[src/rtl/store_size_rmw.sv]
// store_size_rmw: store path of the multicycle datapath.
// Accepts a sw/sh/sb request from the control unit and drives the word-wide
// data memory. sw writes the word directly. sh/sb read the word, merge the
// new lane(s), then write the word back.
// All memory-side and handshake outputs are registered, so each output pulse
// appears one cycle after the FSM state that requests it.
// Optional feature macro: ALIGN_CHECK_EN. When it is defined, a misaligned
// sw/sh finishes at once with done and align_err and does not touch memory.
module store_size_rmw #(
   parameter int MEM_RD_LAT = 1
) (
   input  logic        clk,
   input  logic        reset,
   input  logic        start,
   input  logic [1:0]  store_type,
   input  logic [31:0] addr,
   input  logic [31:0] B_out,
   output logic [31:0] mem_addr,
   output logic        mem_wr,
   output logic [31:0] mem_wdata,
   input  logic [31:0] mem_rdata,
   output logic        busy,
   output logic        done,
   output logic        align_err
);

   typedef enum logic [2:0] {
      IDLE  = 3'd0,
      READ  = 3'd1,
      MERGE = 3'd2,
      WRITE = 3'd3,
      DONE  = 3'd4
   } state_t;

   localparam logic [1:0] ST_SH = 2'b01;
   localparam logic [1:0] ST_SB = 2'b10;

   // Last value of the read wait counter before the read data is valid.
   localparam logic [2:0] RD_LAST = 3'(MEM_RD_LAT - 1);

   state_t      state;
   state_t      state_nx;

   logic [31:0] addr_q;
   logic [31:0] b_q;
   logic [1:0]  type_q;
   logic [31:0] wdata_q;
   logic [2:0]  wait_q;
   logic        mem_wr_q;
   logic        done_q;

   logic        accept;
   logic        is_rmw;
   logic        misaligned;
   logic [31:0] merged;

   // A new request is taken only in IDLE and never in the cycle that shows done.
   assign accept = (state == IDLE) && start && !done_q;

   // Reserved type 2'b11 falls into the sw path.
   assign is_rmw = (store_type == ST_SH) || (store_type == ST_SB);

`ifdef ALIGN_CHECK_EN
   logic err_q;
   logic align_err_q;

   // sb is never misaligned; sh needs halfword alignment; sw and reserved need word alignment.
   assign misaligned = (store_type == ST_SB) ? 1'b0 :
                       (store_type == ST_SH) ? addr[0] :
                                               (addr[1:0] != 2'b00);

   // Remember whether the captured request was rejected, and flag it with done.
   always_ff @(posedge clk) begin
      if (reset) begin
         err_q       <= 1'b0;
         align_err_q <= 1'b0;
      end else begin
         if (accept) begin
            err_q <= misaligned;
         end
         align_err_q <= (state == DONE) && err_q;
      end
   end

   assign align_err = align_err_q;
`else
   assign misaligned = 1'b0;
   assign align_err  = 1'b0;
`endif

   // State register.
   always_ff @(posedge clk) begin
      // NOTE: clocked state always uses non-blocking assignments so every
      // register samples the pre-edge values of the others.
      if (reset) begin
         state <= IDLE;
      end else begin
         state <= state_nx;
      end
   end

   // Next-state logic: sw goes straight to WRITE, sh/sb go through READ and MERGE.
   always_comb begin
      // NOTE: assign the default first so no path leaves state_nx unassigned
      // and no latch is inferred.
      state_nx = state;
      case (state)
         IDLE: begin
            if (accept) begin
               if (misaligned) begin
                  state_nx = DONE;
               end else if (is_rmw) begin
                  state_nx = READ;
               end else begin
                  state_nx = WRITE;
               end
            end
         end
         READ: begin
            if (wait_q == RD_LAST) begin
               state_nx = MERGE;
            end
         end
         MERGE:   state_nx = WRITE;
         WRITE:   state_nx = DONE;
         DONE:    state_nx = IDLE;
         default: state_nx = IDLE;
      endcase
   end

   // Lane merge: replace the addressed byte or halfword of the read word.
   always_comb begin
      merged = mem_rdata;
      if (type_q == ST_SB) begin
         case (addr_q[1:0])
            2'd0: merged[7:0]   = b_q[7:0];
            2'd1: merged[15:8]  = b_q[7:0];
            2'd2: merged[23:16] = b_q[7:0];
            2'd3: merged[31:24] = b_q[7:0];
            default: merged     = mem_rdata;
         endcase
      end else if (type_q == ST_SH) begin
         if (addr_q[1]) begin
            merged[31:16] = b_q[15:0];
         end else begin
            merged[15:0] = b_q[15:0];
         end
      end else begin
         merged = b_q;
      end
   end

   // Request capture, read wait counter and write-data register.
   always_ff @(posedge clk) begin
      if (reset) begin
         addr_q  <= 32'd0;
         b_q     <= 32'd0;
         type_q  <= 2'b00;
         wdata_q <= 32'd0;
         wait_q  <= 3'd0;
      end else begin
         if (accept) begin
            addr_q  <= addr;
            b_q     <= B_out;
            type_q  <= store_type;
            wdata_q <= B_out;
         end else if (state == MERGE) begin
            wdata_q <= merged;
         end

         if (state == READ) begin
            wait_q <= wait_q + 3'd1;
         end else begin
            wait_q <= 3'd0;
         end
      end
   end

   // Registered write strobe and done pulse, one cycle after WRITE and DONE.
   always_ff @(posedge clk) begin
      if (reset) begin
         mem_wr_q <= 1'b0;
         done_q   <= 1'b0;
      end else begin
         mem_wr_q <= (state == WRITE);
         done_q   <= (state == DONE);
      end
   end

   assign mem_addr  = {addr_q[31:2], 2'b00};
   assign mem_wdata = wdata_q;
   assign mem_wr    = mem_wr_q;
   assign done      = done_q;
   assign busy      = (state != IDLE);

endmodule

[config.mk]
export PLATFORM = sky130hd
export DESIGN_NAME = store_size_rmw
export DESIGN_NICKNAME = d
export VERILOG_FILES = /design/src/rtl/store_size_rmw.sv
export SDC_FILE = /design/constraint.sdc
export NUM_CORES = 1
export LEC_CHECK = 0
export ABC_AREA = 1
export BUFFER_PORTS_ARGS = -buffer_cell sky130_fd_sc_hd__clkbuf_2
export CAP_MARGIN = 20
export CORE_MARGIN = 3
export CORE_UTILIZATION = 50
export CTS_CLUSTER_DIAMETER = 120
export CTS_CLUSTER_SIZE = 24
export DETAILED_ROUTE_END_ITERATION = 10
export HOLD_SLACK_MARGIN = 0.02
export PLACE_DENSITY = 0.9
export SLEW_MARGIN = 10
export SYNTH_ARGS = -nofsm -noshare
export SYNTH_HDL_FRONTEND = slang
export SYNTH_SLANG_ARGS = --single-unit
[constraint.sdc]
create_clock -name clk -period 2.6 [get_ports clk]
set_clock_uncertainty 0.05 [all_clocks]
set_input_delay 0.52 -clock clk [delete_from_list [all_inputs] [get_ports clk]]
set_output_delay 0.52 -clock clk [all_outputs]
set_load 0.03 [all_outputs]
==> impl_metrics.yaml <==
power:
  power_mw: 5.149
  cellPowerDensity_nw_per_um2: 792.3
  leakagePower_nw: 3.380
  irDropWorstVdd_v: 0.0003882
cts:
  clock_latency_ns: 0.35
  cts_max_level: 3
  ctsHoldBuffers: 0
  root_buffer: "clkbuf_16"
  cts_tree: "built"
  cts_made_buffers: 9
  post_cts_buffers: 0
  cts_resized: 0
  clk_pin_slew_ns: 0.08
  clock_sinks: 106
  clockBufferDepth: 2
sta:
  hold_ws_ns: 0.3610
  min_period_ns: 1.848
  fmax_mhz: 541.1
  setup_violations: 0
  tightest_slew_ns: 0.6986
  report.final.slew_viol_count: 0
  final-hold-violation-count: 0
  rsz0062_at_grt: "false"
  max-slew-margin-rel_pct: 53.43
  post-route-period-util_pct: 71.08
  finalSetupTns_ns: 0
die:
  rows: 38
  die_h_um: 112.3
  io_pins: 169
  die_w_um: 112.3
  core_um2: 10940
  die-area_um2: 12610
  start_util_pct: 51.65
synth:
  synth_area_leaders: "dfxtp_1, nand2_1, nand3_1"
  ys_warn_count: 0
  synth_area_um2: 5648
  synth_ff_type: "dfxtp_1"
  syn_avg_cell_area_um2: 6.484
  synth-seq-cells: 106
  yosysTopAreaCell: "dfxtp_1"
  synth_edf_count: 0
  synth_top_area_share_pct: 37.57
  yosysSeqAreaShare_pct: 37.57
  synth_commonest_cells: "nand2_1, dfxtp_1, nand3_1"
  syn_inst: 871
  synth_cell_types: 30
  synth_most_common_cell: "nand2_1"
  async_reset_ff_share_pct: 0
layout:
  nets: 1078
  postLayoutCellArea_um2: 6499
  layout-drive-gt1-share_pct: 20.82
  antenna_cells: 0
  fin_cells: 1120
  area_growth_pct: 15.06
drt:
  ant_nets: 0
  viasPerCell: 5.259
  drc: 0
  drt_iter0_drc: 773
  wl_per_cell_um: 13.99
  drt-total-wl_um: 15670
  vias: 5890
  firstDrtPassIters: 8
placed_design:
  post-place-cells: 1104
  dpl_cell_area_um2: 6213
  place_congestion: 0.9714
  dp_hpwl_um: 10930
  portBuffers: 165
hold_path:
  min_path_cells: 3
  min_from: "addr[22]"
  hold_path_class: "in2reg"
  hold_path_end: "addr_q[22]"
worst_setup_path:
  crit_buf_inv: 1
  slowest_delay_ns: 0.52
  cp.depth: 7
  critical_path.slowest_cell: "dfxtp_1"
  crit_type: "reg2reg"
  ff2ff_setup_slack_ns: 0.75
  cp.arrival_ns: 2.09
  worstSetupStartpointType: "flop"
  crit_required_ns: 2.84
  cp_top_family: "simple AND/OR/NAND/NOR gates"
  rr_startpoint: "addr_q[1]"
  path_cells: "buf_4, nand3_2, nand2_1, nand3_1, nand2_1, nand2_1, a21oi_1"
  crit_path_frequent_cell: "nand2_1"
  critPathMaxFanout: 19
  r2r_end: "mem_wdata[1]"
  worstRegToRegCells: 7
  critPathCaptureType: "flop"
grt:
  grt_pass1_vias: 5522
  grt_max_degree: 74
  grt_pass1_wl_um: 25920
  grt_usage_pct: 24.59
  antenna_found_initial: 0
  grt_overflow: 0
outcome:
  status: "complete, no violations"
flow_run:
  max-cap-violations: 0
## layout make-up
class,instances,area [µm²]
Clock buffer,10,229.0
Multi-Input combinational cell,592,2669
Sequential cell,106,2122
Timing Repair Buffer,176,908.4
Inverter,90,339.1
Tap cell,140,175.2
Clock inverter,6,56.30
Fill cell,1044,4437
## routing by layer
metal  wire, µm  track usage [%]  part of all wire [%]
met5          0                0                     0
met1       6695            32.75                    43
met2       7148            38.30                    46
met3       1186            4.528                   7.6
met4        635            12.34                   4.1
## placed cells by master, fill, tap and decap left out, types with 2 or more instances in the layout
cell type,instances
dfxtp_1,106
nand2_2,2
buf_4,11
nand3b_1,7
ha_1,2
a21oi_1,68
nor3_1,3
nand3_1,91
nand2_1,250
o21ai_0,68
conb_1,3
clkbuf_16,9
inv_1,83
inv_6,3
nor2_1,66
inv_2,5
clkbuf_2,165
nand4_1,23
inv_8,2
## kinds of logic (layout without fill, tap and decap cells)
kind of cell             after synthesis  after routing  synth area share [%]
AND/OR/NAND/NOR                      448            448                 34.14
buffers and inverters                175            282                 15.31
AO/OA/AOI/OAI                        137            137                 12.16
flip-flops                           106            106                 37.57
adder cells (fa/ha/maj)                2              2                0.4430
XOR/XNOR                               2              2                0.3102
other                                  1              3               0.06640
## sequential cells by signal, indices dropped and copies added, names as in the netlist
name and cells:
state 3, type_q 2, mem_wr 1, wait_q 3, done 1, b_q 32, mem_wdata 32, addr_q 32
## per-stage QoR
step | util (%) | setup slack [ns]
after floorplan | - | 1.078
after global placement | 56.82 | 0.6220
after detailed placement | 56.82 | 0.5163
after CTS | 59.43 | 0.7764
after global routing | 59.43 | 0.5540
final | 59.43 | 0.7519
## report_power, final
| part | switching [mW] | internal, mW | leakage (nW) |
|---|---|---|---|
| Combinational | 1.27 | 0.533 | 2.37 |
| Sequential | 0.139 | 1.87 | 0.873 |
| Clock | 0.664 | 0.675 | 0.138 |
| Total | 2.08 | 3.07 | 3.38 |
## worst max-delay path by stage
stage                   start            to
global placement        start    addr_q[26]
CTS                  state[0]     addr_q[4]
global route        addr_q[1]  mem_wdata[0]
finish              addr_q[1]  mem_wdata[1]
floorplan               start     type_q[0]
detailed placement      start    addr_q[25]
## worst reg2reg max path, delay by kind of cell (launching register included)
family	cells	cell delay (ns)
and+or+nand+nor	5	0.76
DFF	1	0.52
buffers and inverters	1	0.31
AOI/OAI and AO/OA	1	0.14
Note: power is estimated with default switching activity, not from simulation.
